## config.mk

```make
export PLATFORM = sky130hd
export DESIGN_NAME = dso_acq_ctrl
export DESIGN_NICKNAME = d
export VERILOG_FILES = /design/src/rtl/dso_acq_ctrl.sv
export SDC_FILE = /design/constraint.sdc
export NUM_CORES = 1
export LEC_CHECK = 0
export ABC_AREA = 1
export CAP_MARGIN = 20
export CORE_UTILIZATION = 55
export CTS_BUF_LIST = sky130_fd_sc_hd__clkbuf_16
export CTS_CLUSTER_DIAMETER = 40
export CTS_CLUSTER_SIZE = 40
export DETAILED_ROUTE_END_ITERATION = 12
export PLACE_DENSITY = 0.84
export SLEW_MARGIN = 15
export SYNTH_ARGS = -nofsm -noshare
export SYNTH_HDL_FRONTEND = slang
export SYNTH_SLANG_ARGS = --single-unit
export TNS_END_PERCENT = 100
```

## constraint.sdc

```tcl
create_clock -name clk -period 4.3 [get_ports clk]
set_input_delay 0.86 -clock clk [delete_from_list [all_inputs] [get_ports clk]]
set_output_delay 0.86 -clock clk [all_outputs]
set_load 0.02 [all_outputs]
```

## src/rtl/dso_acq_ctrl.sv

```systemverilog
// DSO acquisition sequencer: arm, pre-trigger fill, trigger wait (real/auto), post-trigger fill, hold for display.
// Optional post-arm trigger holdoff: define DSO_ACQ_HOLDOFF_EN to add the holdoff[15:0] input.
module dso_acq_ctrl #(
    parameter int unsigned ADDR_W  = 9,
    parameter int unsigned AUTO_TO = 1_000_000,
    parameter int unsigned TO_W    = 20
) (
    input  logic              clk,
    input  logic              rstn,
    input  logic              wave_run,
    input  logic              single,
    input  logic              auto_en,
    input  logic [ADDR_W-1:0] pre_len,
    input  logic              smp_vld,
    input  logic              trig_in,
`ifdef DSO_ACQ_HOLDOFF_EN
    input  logic [15:0]       holdoff,
`endif
    output logic              wr_en,
    output logic [ADDR_W-1:0] wr_addr,
    output logic [ADDR_W-1:0] trig_addr,
    output logic [ADDR_W-1:0] rd_base,
    output logic              frame_rdy,
    input  logic              rd_over,
    output logic              trig_auto,
    output logic [2:0]        acq_state
);

    localparam logic [2:0] S_IDLE     = 3'd0;
    localparam logic [2:0] S_PRE_FILL = 3'd1;
    localparam logic [2:0] S_ARMED    = 3'd2;
    localparam logic [2:0] S_POST     = 3'd3;
    localparam logic [2:0] S_HOLD     = 3'd4;

    // Pre-trigger length is clamped so at least one post-trigger sample remains.
    localparam logic [ADDR_W-1:0] PRE_MAX   = ADDR_W'((2 ** ADDR_W) - 2);
    localparam logic [ADDR_W-1:0] ADDR_ONES = '1;
    localparam logic [TO_W-1:0]   TO_LIM    = TO_W'(AUTO_TO);

    logic [2:0]        state_q,     state_d;
    logic [ADDR_W-1:0] pre_len_q,   pre_len_d;
    logic              single_q,    single_d;
    logic [ADDR_W-1:0] addr_q,      addr_d;
    logic [ADDR_W-1:0] cnt_q,       cnt_d;
    logic [TO_W-1:0]   to_q,        to_d;
    logic              pend_q,      pend_d;
    logic              wr_en_q,     wr_en_d;
    logic [ADDR_W-1:0] wr_addr_q,   wr_addr_d;
    logic [ADDR_W-1:0] trig_addr_q, trig_addr_d;
    logic [ADDR_W-1:0] rd_base_q,   rd_base_d;
    logic              frame_rdy_q, frame_rdy_d;
    logic              trig_auto_q, trig_auto_d;
`ifdef DSO_ACQ_HOLDOFF_EN
    logic [15:0]       ho_q,        ho_d;
`endif

    logic [ADDR_W-1:0] arm_len;
    logic [2:0]        arm_state;
    logic [ADDR_W-1:0] cnt_inc;
    logic [ADDR_W-1:0] post_len;
    logic              trig_ok;
    logic              auto_fire;
    logic              abort;

    // Next-state and datapath updates.
    always_comb begin
        state_d     = state_q;
        pre_len_d   = pre_len_q;
        single_d    = single_q;
        addr_d      = addr_q;
        cnt_d       = cnt_q;
        to_d        = to_q;
        pend_d      = pend_q;
        wr_en_d     = 1'b0;
        wr_addr_d   = wr_addr_q;
        trig_addr_d = trig_addr_q;
        rd_base_d   = rd_base_q;
        frame_rdy_d = frame_rdy_q;
        trig_auto_d = trig_auto_q;
`ifdef DSO_ACQ_HOLDOFF_EN
        ho_d        = ho_q;
        trig_ok     = (ho_q == 16'd0);
`else
        trig_ok     = 1'b1;
`endif

        arm_len   = (pre_len > PRE_MAX) ? PRE_MAX : pre_len;
        arm_state = (arm_len == '0) ? S_ARMED : S_PRE_FILL;
        cnt_inc   = cnt_q + ADDR_W'(1);
        post_len  = ADDR_ONES - pre_len_q;
        auto_fire = pend_q | (auto_en & (to_q == TO_LIM));
        abort     = ~wave_run & ~single_q;

        case (state_q)
            S_IDLE: begin
                if (wave_run || single) begin
                    pre_len_d = arm_len;
                    single_d  = ~wave_run;
                    addr_d    = '0;
                    cnt_d     = '0;
                    state_d   = arm_state;
                end
            end

            S_PRE_FILL: begin
                if (abort) begin
                    state_d = S_IDLE;
                end else if (smp_vld) begin
                    wr_en_d   = 1'b1;
                    wr_addr_d = addr_q;
                    addr_d    = addr_q + ADDR_W'(1);
                    cnt_d     = cnt_inc;
                    if (cnt_inc == pre_len_q) begin
                        cnt_d   = '0;
                        state_d = S_ARMED;
                    end
                end
            end

            S_ARMED: begin
                if (abort) begin
                    state_d = S_IDLE;
                end else begin
                    // Timeout saturates at the limit; auto-pending latches once reached.
                    if (trig_ok) begin
                        if (to_q != TO_LIM) begin
                            to_d = to_q + TO_W'(1);
                        end
                        if (auto_en && (to_q == TO_LIM)) begin
                            pend_d = 1'b1;
                        end
                    end
                    if (smp_vld) begin
                        wr_en_d   = 1'b1;
                        wr_addr_d = addr_q;
                        addr_d    = addr_q + ADDR_W'(1);
                        if (trig_ok && (trig_in || auto_fire)) begin
                            trig_addr_d = addr_q;
                            rd_base_d   = addr_q - pre_len_q;
                            trig_auto_d = ~trig_in;
                            cnt_d       = '0;
                            state_d     = S_POST;
                        end
                    end
                end
            end

            S_POST: begin
                if (smp_vld) begin
                    wr_en_d   = 1'b1;
                    wr_addr_d = addr_q;
                    addr_d    = addr_q + ADDR_W'(1);
                    cnt_d     = cnt_inc;
                    if (cnt_inc == post_len) begin
                        frame_rdy_d = 1'b1;
                        state_d     = S_HOLD;
                    end
                end
            end

            S_HOLD: begin
                if (rd_over) begin
                    frame_rdy_d = 1'b0;
                    if (wave_run && !single_q) begin
                        pre_len_d = arm_len;
                        single_d  = 1'b0;
                        addr_d    = '0;
                        cnt_d     = '0;
                        state_d   = arm_state;
                    end else begin
                        state_d = S_IDLE;
                    end
                end
            end

            default: begin
                state_d = S_IDLE;
            end
        endcase

`ifdef DSO_ACQ_HOLDOFF_EN
        if ((state_q == S_ARMED) && (ho_q != 16'd0)) begin
            ho_d = ho_q - 16'd1;
        end
`endif

        // Every entry into ARMED restarts the trigger-wait bookkeeping.
        if ((state_d == S_ARMED) && (state_q != S_ARMED)) begin
            to_d   = '0;
            pend_d = 1'b0;
`ifdef DSO_ACQ_HOLDOFF_EN
            ho_d   = holdoff;
`endif
        end
    end

    always_ff @(posedge clk or negedge rstn) begin
        if (!rstn) begin
            state_q     <= S_IDLE;
            pre_len_q   <= '0;
            single_q    <= 1'b0;
            addr_q      <= '0;
            cnt_q       <= '0;
            to_q        <= '0;
            pend_q      <= 1'b0;
            wr_en_q     <= 1'b0;
            wr_addr_q   <= '0;
            trig_addr_q <= '0;
            rd_base_q   <= '0;
            frame_rdy_q <= 1'b0;
            trig_auto_q <= 1'b0;
`ifdef DSO_ACQ_HOLDOFF_EN
            ho_q        <= 16'd0;
`endif
        end else begin
            state_q     <= state_d;
            pre_len_q   <= pre_len_d;
            single_q    <= single_d;
            addr_q      <= addr_d;
            cnt_q       <= cnt_d;
            to_q        <= to_d;
            pend_q      <= pend_d;
            wr_en_q     <= wr_en_d;
            wr_addr_q   <= wr_addr_d;
            trig_addr_q <= trig_addr_d;
            rd_base_q   <= rd_base_d;
            frame_rdy_q <= frame_rdy_d;
            trig_auto_q <= trig_auto_d;
`ifdef DSO_ACQ_HOLDOFF_EN
            ho_q        <= ho_d;
`endif
        end
    end

    assign wr_en     = wr_en_q;
    assign wr_addr   = wr_addr_q;
    assign trig_addr = trig_addr_q;
    assign rd_base   = rd_base_q;
    assign frame_rdy = frame_rdy_q;
    assign trig_auto = trig_auto_q;
    assign acq_state = state_q;

endmodule

```

==> metrics.md, run 1 <==
| Metric | Value |
|---|---|
| Nets@finish | 693 |
| Achievable frequency | 328 MHz |
| Flops & latches, synth | 82 |
| Final Routed Wirelength | 11500 um |
| Final ANT Viol Nets | 0 |
| Syn_area_per_cell | 7.73 um^2 |
| Gpl congestion | between 0.9 and 1 |
| I/O Pins | 50 |
| R2R setup slack | 1.69 ns |
| Crit path cell chain | clkdlybuf4s50_1 > inv_1 > o21ai_0 > nand4_2 > inv_1 > buf_4 > nor2_1 > inv_2 > o21ai_2 > inv_2 > nand3_2 > o21ai_0 |
| Pin count of the biggest net entering global routing | between 80 and 90 |
| Die area | 8960 um^2 |
| Sink Count | 82 |
| Routed via count | around 4300 |
| Die height | 94.7 um |
| Setup TNS Final | 0 ns |
| Pins over their slew limit | 0 |
| Mapped Cells | ~610 |
| DPL Wire Length | just over 8000 um |
| Total grt overflow | 0 |
| CTS buffer count | 9 |
| Routed WL per cell | 14.8 um |
| Slew HR | between 50% and 60% |
| Pwr Total | 3.28 mW |
| Number of library cell types mapped by synthesis | 37 |
| Leakage Power | 2.71 nW |
| Number of hold buffers added after cts | 0 |
| Minimum clock period | 3.05 ns |
| Area growth from synthesis to layout | 19.5% |
| FFs w/ async S/R, synth | 100% |
| Cell Count Post-Placement | between 700 and 800 |
| Crit share post-route | 70.8% |
| First-pass GRT wire length | 19300 um |
| Clock Tree Buf Depth | 2 |
| TritonCTS clock tree | yes |
| PD cells | approximately 580 nW/um^2 |
| Dominant cell type by area after synthesis | dfrtp_1 |
| Highest-count cells in the layout ignoring fill and taps | 160 x nand2_1, 82 x dfrtp_1, 75 x inv_1 |
| Vias per std cell | 5.53 |
| Count of input and output buffers | 49 |
| Kind of end point of the critical path | register |
| Synth Warn # | 0 |
| GRT Total Usage | 28.0% |
| Measured slew at the worst slew-check pin | 0.643 ns |
| Share of cells above drive strength 1 | 8.38% |
| Synth Flop Type | dfrtp_1 |
| Worst EP arrival | 3.29 ns |
| Worst-path clk slew | 0.06 ns |
| DR pass1 iterations | 5 |
| Post-CTS setup buffers | 0 |
| CP max stage delay | 0.52 ns |
| Number of DRC markers in iteration 0 | 319 |
| Ant. Diodes | 0 |
| H-tree Lvls | 3 |
| Final Hold Viols | 0 |
| Final Skew | 0.00423 ns |
| CP max FO | 20 |
| Data required time at the worst endpoint | 4.55 ns |
| Max-cap check violation count | 0 |
| Core box area | 8260 um^2 |
| Kind of critical path | input port to register |
| RSZ-0062 raised after global routing | no |
| Post-synth EDFFs | 0 |
| Site Rows | 33 |
| Fin cells | ~770 |
| Initial antenna violation count | 0 |
| Clk_lat worst skew | 0.34 ns |
| Status | finished, final reports clean |
| Worst hold path type | input port to asynchronous set/reset pin |
| Post-cts resize count | 0 |
| Worst slack, placed | 0.965 ns |
| Post-synthesis cell area | 4720 um^2 |
| Post-synthesis sequential area ratio | 43.5% |
| Die W | around 95 um |
| Most common cell after layout, fill and taps aside | nand2_1 |
| Share of the synthesized area in the top cell type | 43.5% |
| Worst setup SP type | input port |
| Vias in the first global route | ~4200 |
| Slowest cell on crit path | clkdlybuf4s50_1 |
| Largest cells by area after synthesis | dfrtp_1 43%, nand2_1 13%, inv_1 5.9%, o21ai_0 5.3%, nand3_1 5.2% |
| DRC Markers | 0 |
| Starting Density | 57.2% |
| Net count after synthesis | 641 |
| VDD IR max | 392 uV |
| Root Driver | clkbuf_16 |
| Final WS setup | 1.25 ns |
| Final setup violation count | 0 |
==> logic make-up (layout without fill, tap and decap cells) <==
group / after synthesis / in the layout / synth area share [%]
xor gates and xnor gates: 29 / 29 / 5.38
AOI/OAI and AO/OA: 75 / 75 / 8.64
and+or+nand+nor: 322 / 322 / 31.6
DFF: 82 / 82 / 43.5
adders and majority gates: 13 / 13 / 3.60
buffers and inverters: 90 / 147 / 7.31
==> where the power goes <==
part	switching [mW]	internal, mW	leakage, nW
sequential	0.144	0.957	1.09
combinational	0.869	0.497	1.46
clock	0.311	0.502	0.154
total	1.32	1.96	2.71
==> critical path, delay by kind of cell <==
family	cells	cell delay, ns
buffers and inverters	6	1.30
AND/OR/NAND/NOR	3	0.53
AO/OA/AOI/OAI	3	0.59
==> cell type report <==
class	instances	area, um^2
inverter	80	300
clock inverter	7	85.1
tap	105	131
multi-input combinational	439	2330
timing repair buffer	51	523
sequential	82	2050
fill	659	2610
clock buffer	9	225
==> layer usage <==
| layer | up-vias | GRT usage (%) | routed length [um] |
|---|---|---|---|
| met5 | - | 0 | 0 |
| met4 | 0 | 11.2 | 321 |
| met3 | 30 | 4.75 | 558 |
| met2 | 159 | 47.7 | 5650 |
| met1 | 2010 | 35.2 | 4920 |
| li1 | 2077 | - | - |
==> synthesized netlist by cell type, types with 2 or more instances <==
cell / count
a21oi_1: 9
clkbuf_1: 9
dfrtp_1: 82
ha_1: 12
inv_1: 74
inv_2: 6
nand2_1: 161
nand2_2: 5
nand3_1: 49
nand3_2: 6
nand4_1: 9
nor2_1: 50
nor2_2: 13
nor2_4: 2
nor2_8: 2
nor3_1: 13
nor4_1: 6
o21ai_0: 50
o21bai_1: 2
o22ai_1: 7
xnor2_1: 3
xor2_1: 26
==> metrics by stage <==
step / cell area, um^2 / hold WS [ns] / utilization [%]
floorplan: 4720 / 0.454 / -
global placement: 5300 / 0.471 / 64.2
detailed placement: 5300 / 0.474 / 64.2
CTS: 5610 / 0.489 / 68.0
global route: 5640 / 0.496 / 68.3
finish: 5640 / 0.465 / 68.3
==> path summary, 6_finish.rpt <==
path                       cells after the start                endpoint              startpoint
hold / removal                                 1  acq_state[2]$_DFF_PN0_                    rstn
setup reg to reg                              14     to_q[0]$_DFFE_PN0P_    cnt_q[0]$_DFFE_PN0P_
max in group asynchronous                      2    cnt_q[1]$_DFFE_PN0P_                    rstn
min in group clk                               2  rd_base[1]$_DFFE_PN0P_  rd_base[1]$_DFFE_PN0P_
hold reg to reg                                2  rd_base[1]$_DFFE_PN0P_  rd_base[1]$_DFFE_PN0P_
setup / recovery                              12    cnt_q[1]$_DFFE_PN0P_                wave_run
==> registers in the layout, indices dropped and copies added, names as in the netlist, 3 cells and up <==
name       cells
wr_addr        9
pre_len_q      9
to_q          20
addr_q         9
trig_addr      9
acq_state      3
rd_base        9
cnt_q          9
No activity file was read; power rests on OpenSTA's default activity.
==> run 2: changes to the inputs <==
--- a/config.mk
+++ b/config.mk
@@ -7,12 +7,12 @@
 export LEC_CHECK = 0
 export ABC_AREA = 1
 export CAP_MARGIN = 20
-export CORE_UTILIZATION = 55
+export CORE_UTILIZATION = 52
 export CTS_BUF_LIST = sky130_fd_sc_hd__clkbuf_16
 export CTS_CLUSTER_DIAMETER = 40
 export CTS_CLUSTER_SIZE = 40
 export DETAILED_ROUTE_END_ITERATION = 12
-export PLACE_DENSITY = 0.84
+export PLACE_DENSITY = 0.83
 export SLEW_MARGIN = 15
 export SYNTH_ARGS = -nofsm -noshare
 export SYNTH_HDL_FRONTEND = slang
==> constraint.sdc (replaced) <==
create_clock -name clk -period 2.8 [get_ports clk]
set_input_delay 0.56 -clock clk [delete_from_list [all_inputs] [get_ports clk]]
set_output_delay 0.56 -clock clk [all_outputs]
set_load 0.02 [all_outputs]
==> run 2 against run 1 <==
Compared with the run above: worst hold slack got worse by 0.26 ns; combinational power increased by 63%; count of clock-buffer cells in the layout unchanged; sequential share of layout area decreased by 0.44 points; setup slack got worse by 0.91 ns; total power increased by 57%; final cell count increased by 1.8%; clock skew increased by 0.0019 ns; critical path depth increased by 5; sequential power increased by 54%; die area increased by 5.6%; critical path type is now register to register; largest cell class unchanged; largest power group unchanged.
==> metrics.md, run 2 (same netlist as run 1, synthesis figures left out) <==
| Metric | Value |
|---|---|
| Vias per std cell | 5.47 (-1.2%) |
| Met2 wire length | 5810 um (+2.7%) |
| Max-cap check violation count | 0 (unchanged) |
| Root Driver | clkbuf_16 |
| Sink Count | 82 (unchanged) |
| Final WS setup | 0.348 ns (-0.906 ns) |
| Max reg flops | 20 (unchanged) |
| Clk network pwr share | 23.6% (-1.2 points) |
| Worst slack, placed | 0.146 ns (-0.819 ns) |
| Worst EP arrival | 2.67 ns (-0.62 ns) |
| DRC Markers | 0 (unchanged) |
| Crit path cell chain | ha_1 > nand2_1 > inv_1 > nand2_1 > nand3_1 > nand2_1 > nand3_1 > nor2_2 > nand3_1 > nand2_1 > inv_2 > nor2_8 > nand3_2 > nand2_1 > inv_1 > nand2_1 > nand2_1 |
| Reg2Reg Launch Point | cnt_q[0]$_DFFE_PN0P_ |
| Top routing layer in use | met4 |
| Met1 WL | 4750 um (-3.4%) |
| Combinational Power Share | 43.4% (+1.8 points) |
| DPL Wire Length | 8750 um (+6.1%) |
| Site Rows | 34 (+3.0%) |
| Post-CTS setup buffers | 0 (unchanged) |
| Status | finished, final reports clean |
| Power Internal | 3.01 mW (+54%) |
| Met3 WL | 671 um (+20%) |
| First-pass GRT wire length | 20100 um (+4.2%) |
| H-tree Lvls | 3 (unchanged) |
| CP dominant cell by count | nand2_1 |
| Biggest register | to_q |
| Core box area | 8760 um^2 (+6.1%) |
| Data required time at the worst endpoint | 3.02 ns (-1.53 ns) |
| Pins over their slew limit | 0 (unchanged) |
| Final ANT Viol Nets | 0 (unchanged) |
| Pin count of the biggest net entering global routing | 44 (-47%) |
| Switching share of total power | 41.5% (+1.1 points) |
| Final Hold Viols | 0 (unchanged) |
| Most common cell after layout, fill and taps aside | nand2_1 |
| Pwr Total | 5.14 mW (+57%) |
| Seq pwr share | 33.0% (-0.6 points) |
| PD cells | 899 nW/um^2 (+55%) |
| Worst hold path type | input port to asynchronous set/reset pin |
| VDD IR max | 427 uV (+8.8%) |
| Die W | 97.3 um (+2.8%) |
| Die area | 9470 um^2 (+5.6%) |
| Gpl congestion | 0.966 (+3.6%) |
| CP top delay family | simple AND/OR/NAND/NOR gates |
| Final Skew | 0.00609 ns (+0.00186 ns) |
| Worst Setup SP | cnt_q[0]$_DFFE_PN0P_ |
| Starting Density | 53.9% (-3.3 points) |
| Minimum clock period | 2.45 ns |
| Worst Path Buf+Inv | 3 (-3) |
| Highest-count cells in the layout ignoring fill and taps | 161 x nand2_1, 82 x dfrtp_1, 74 x inv_1 |
| CTS buffer count | 9 (unchanged) |
| GRT Total Usage | 26.6% (-1.4 points) |
| Post-cts resize count | 0 (unchanged) |
| Worst setup SP type | register |
| Clk_lat worst skew | 0.33 ns (about the same) |
| Initial antenna violation count | 0 (unchanged) |
| Final Routed Wirelength | 11700 um (+2.6%) |
| Ant. Diodes | 0 (unchanged) |
| Fin Hold WS | 0.208 ns (-0.258 ns) |
| Final core occ | 65.2% (-3.2 points) |
| Routed WL per cell | 14.9 um (+0.73%) |
| Nets@finish | 704 (+1.6%) |
| Vias in the first global route | 4339 (+2.9%) |
| Clock Tree Buf Depth | 2 (unchanged) |
| Setup TNS Final | 0 ns (unchanged) |
| Leakage Power | 2.75 nW (+1.4%) |
| Total grt overflow | 0 (unchanged) |
| Worst-path clk slew | 0.07 ns (about the same) |
| TritonCTS clock tree | yes |
| Die height | 97.3 um (+2.8%) |
| CP max FO | 8 (-60%) |
| Routed via count | 4302 (+0.61%) |
| Count of input and output buffers | 49 (unchanged) |
| Fillcell total | 705 (+7.0%) |
| Kind of end point of the critical path | register |
| Slowest cell on crit path | dfrtp_1 |
| Kind of critical path | register to register |
| Measured slew at the worst slew-check pin | 0.569 ns (-0.0744 ns) |
| Crit share post-route | 87.6% |
| Area growth from synthesis to layout | 21.0% |
| DR pass1 iterations | 5 (unchanged) |
| Number of hold buffers added after cts | 0 (unchanged) |
| CP max stage delay | 0.45 ns (-0.07 ns) |
| RSZ-0062 raised after global routing | no |
| Achievable frequency | slightly above 400 MHz |
| Share of cells above drive strength 1 | 10.0% (+1.6 points) |
| Psw | 2.13 mW (+61%) |
| I/O Pins | 50 (unchanged) |
| Slew HR | 62.1% (+5.1 points) |
| Number of DRC markers in iteration 0 | 261 (-18%) |
| Final setup violation count | 0 (unchanged) |
-- run 2: layout make-up --
type                       count  area, um^2  area share (%)
inverter                      80         300            5.26
sequential                    82        2050            35.9
tap                          108         135            2.37
multi-input combinational    439        2320            40.7
clock inverter                 7        77.6            1.36
timing repair buffer          62         598            10.5
clock buffer                   9         225            3.94
-- run 2: metrics by stage --
stage | instance area (um^2) | cells
after CTS | 5710 | 787
after global routing | 5710 | 787
after detailed placement | 5410 | 771
after floorplan | 4720 | 611
final | 5710 | 787
after global placement | 5410 | 771
-- run 2: final timing paths --
| path | endpoint | cells after the start | slack [ns] |
|---|---|---|---|
| min | pre_len_q[3]$_DFFE_PN0P_ | 1 | 0.21 |
| max reg2reg | to_q[9]$_DFFE_PN0P_ | 17 | 0.35 |
| max in group asynchronous | trig_auto$_DFFE_PN0P_ | 2 | 1.89 |
| min reg2reg | trig_addr[1]$_DFFE_PN0P_ | 2 | 0.48 |
| max | to_q[9]$_DFFE_PN0P_ | 17 | 0.35 |
| min in group clk | trig_addr[1]$_DFFE_PN0P_ | 2 | 0.48 |
-- run 2: routing by layer --
| layer | vias to the layer above | track usage, % |
|---|---|---|
| li1 | 2093 | - |
| met1 | 2013 | 31.3 |
| met2 | 148 | 45.9 |
| met3 | 48 | 5.83 |
| met4 | 0 | 12.9 |
| met5 | - | 0 |
-- run 2: power groups by stage --
stage | registers, mW | logic, mW | clock network [mW]
floorplan | 1.82 | 1.27 | 0
global placement | 1.70 | 2.12 | 0
detailed placement | 1.71 | 2.20 | 0
CTS | 1.69 | 2.22 | 1.22
global route | 1.73 | 2.46 | 1.28
finish | 1.69 | 2.23 | 1.21
==> run 3: changes to the inputs <==
--- a/config.mk
+++ b/config.mk
@@ -7,6 +7,7 @@
 export LEC_CHECK = 0
 export ABC_AREA = 1
 export CAP_MARGIN = 20
+export CORE_ASPECT_RATIO = 0.8
 export CORE_UTILIZATION = 52
 export CTS_BUF_LIST = sky130_fd_sc_hd__clkbuf_16
 export CTS_CLUSTER_DIAMETER = 40
==> run 3 against run 2 <==
Compared with the run above: clock skew up 0.0047 ns; wire length down 1.2%; setup slack worse by 0.072 ns; flip-flop and latch count unchanged; critical endpoint is now to_q[2]$_DFFE_PN0P_; highest routed layer unchanged; final cell count up 0.13%; global-route usage up 0.32 points; largest power group unchanged; critical path type unchanged.
==> metrics.md, run 3 (same netlist as run 1, synthesis figures left out) <==
| Metric | Value |
|---|---|
| Minimum clock period | 2.52 ns (+0.0723 ns) |
| Fin Hold WS | 0.187 ns (-0.0207 ns) |
| TritonCTS clock tree | yes |
| Slew HR | 62.3% (+0.24 points) |
| Clk_lat worst skew | 0.35 ns (+0.02 ns) |
| Site Rows | 30 (-12%) |
| CP Capture Point | to_q[2]$_DFFE_PN0P_ |
| Crit path cell chain | ha_1 > nand2_1 > nand2_1 > nand2_1 > nand2_1 > nor2_1 > nand2_1 > nor2_1 > nand3_2 > nand2_2 > nand2_2 > nor2_8 > inv_2 > nor2_4 > buf_12 > nor2_2 |
| Worst setup SP type | register |
| Final Hold Viols | 0 (unchanged) |
| Kind of critical path | register to register |
| I/O Pins | 50 (unchanged) |
| Final setup violation count | 0 (unchanged) |
| CP max FO | 9 (+1) |
| Share of cells above drive strength 1 | 9.47% (-0.55 points) |
| Achievable frequency | 396 MHz (-2.9%) |
| Status | finished, final reports clean |
| RR Endpoint | to_q[2]$_DFFE_PN0P_ |
| CP dominant cell by count | nand2_1 |
| Routed via count | 4283 (-0.44%) |
| Worst Setup SP | cnt_q[0]$_DFFE_PN0P_ |
| Die height | 87.2 um (-10%) |
| H-tree Lvls | 3 (unchanged) |
| Pins over their slew limit | 0 (unchanged) |
| Gpl congestion | 0.922 (-4.5%) |
| Highest-count cells in the layout ignoring fill and taps | 161 x nand2_1, 82 x dfrtp_1, 74 x inv_1 |
| Reg2Reg Launch Point | cnt_q[0]$_DFFE_PN0P_ |
| Final core occ | 66.1% (+0.90 points) |
| Die W | 109 um (+12%) |
| Worst Path Buf+Inv | 2 (-1) |
| Pin count of the biggest net entering global routing | 83 (+89%) |
| Cell Count Post-Placement | 771 (unchanged) |
| Vias per std cell | 5.44 (-0.57%) |
| First-pass GRT wire length | 19400 um (-3.2%) |
| Sink Count | 82 (unchanged) |
| Ant. Diodes | 0 (unchanged) |
| Max reg flops | 20 (unchanged) |
| Area growth from synthesis to layout | 20.8% |
| CTS buffer count | 9 (unchanged) |
| Post-CTS setup buffers | 0 (unchanged) |
| Crit share post-route | 90.1% (+2.6 points) |
| Fin cells | 788 (+0.13%) |
| Root Driver | clkbuf_16 |
| Total grt overflow | 0 (unchanged) |
| CP max stage delay | 0.44 ns (about the same) |
| Number of DRC markers in iteration 0 | 375 (+44%) |
| Kind of end point of the critical path | register |
| Biggest register | to_q |
| Routed WL per cell | 14.7 um (-1.3%) |
| Worst-path clk slew | 0.07 ns (about the same) |
| Core box area | 8630 um^2 (-1.5%) |
| CP top delay family | simple AND/OR/NAND/NOR gates |
| Worst R2R Path Depth | 16 (-1) |
| Worst hold path type | input port to asynchronous set/reset pin |
| Vias in the first global route | 4012 (-7.5%) |
| Setup TNS Final | 0 ns (unchanged) |
| Max-cap check violation count | 0 (unchanged) |
| PD cells | 895 nW/um^2 (-0.54%) |
| Measured slew at the worst slew-check pin | 0.561 ns (-0.00791 ns) |
| GRT Total Usage | 26.9% (+0.32 points) |
| Pwr Total | 5.10 mW (-0.67%) |
| Post-cts resize count | 0 (unchanged) |
| Leakage Power | 2.74 nW (-0.41%) |
| DRC Markers | 0 (unchanged) |
| Initial antenna violation count | 0 (unchanged) |
| Count of input and output buffers | 49 (unchanged) |
| Slowest cell on crit path | dfrtp_1 |
| DR pass1 iterations | 5 (unchanged) |
| VDD IR max | 525 uV (+23%) |
| Final Skew | 0.0108 ns (+0.00466 ns) |
| Final ANT Viol Nets | 0 (unchanged) |
| Worst EP arrival | 2.76 ns (+0.09 ns) |
| Final Routed Wirelength | 11600 um (-1.2%) |
| Levels on crit path | 16 (-1) |
| Clock Tree Buf Depth | 2 (unchanged) |
| RSZ-0062 raised after global routing | no |
| Data required time at the worst endpoint | 3.03 ns (about the same) |
| Nets@finish | 701 (-0.43%) |
| Most common cell after layout, fill and taps aside | nand2_1 |
| Starting Density | 54.7% (+0.81 points) |
| DPL Wire Length | 8540 um (-2.3%) |
| Number of hold buffers added after cts | 0 (unchanged) |
| R2R setup slack | 0.28 ns (-0.07 ns) |
| Die area | 9470 um^2 (about the same) |
-- run 3: final cells by class --
cell class | count | area, um^2
clock buffer | 9 | 225
tap | 112 | 140
timing repair buffer | 59 | 588
multi-input combinational | 439 | 2320
inverter | 80 | 300
fill | 735 | 2930
clock inverter | 7 | 75.1
sequential | 82 | 2050
-- run 3: metrics by stage --
step                cell area [um^2]  setup WS [ns]
floorplan                       4720          0.713
global placement                5390          0.132
detailed placement              5390          0.115
CTS                             5690          0.300
global route                    5710         0.0838
finish                          5710          0.276
-- run 3: power by group --
group / total (mW) / switching, mW / internal (mW)
clock network: 1.22 / 0.518 / 0.699
registers: 1.69 / 0.225 / 1.47
logic: 2.19 / 1.37 / 0.818
-- run 3: worst min path at each step --
| stage | startpoint | cells past startpoint | end | slack [ns] |
|---|---|---|---|---|
| 2_1_floorplan | rstn | 0 | acq_state[0]$_DFF_PN0_ | 0.26 |
| 3_3_place_gp | trig_addr[2]$_DFFE_PN0P_ | 2 | trig_addr[2]$_DFFE_PN0P_ | 0.46 |
| 3_5_place_dp | rd_base[3]$_DFFE_PN0P_ | 2 | rd_base[3]$_DFFE_PN0P_ | 0.47 |
| 4_1_cts | rstn | 1 | pre_len_q[0]$_DFFE_PN0P_ | 0.44 |
| 5_1_grt | rstn | 1 | rd_base[2]$_DFFE_PN0P_ | 0.23 |
| 6_report | rstn | 1 | rd_base[2]$_DFFE_PN0P_ | 0.19 |
-- run 3: routing by layer --
| metal | track usage (%) | share of wire, % | up-vias |
|---|---|---|---|
| met3 | 5.53 | 6.9 | 8 |
| met5 | 0 | 0 | - |
| li1 | - | - | 2099 |
| met4 | 6.76 | 0.71 | 0 |
| met2 | 41.2 | 46 | 173 |
| met1 | 38.9 | 47 | 2003 |
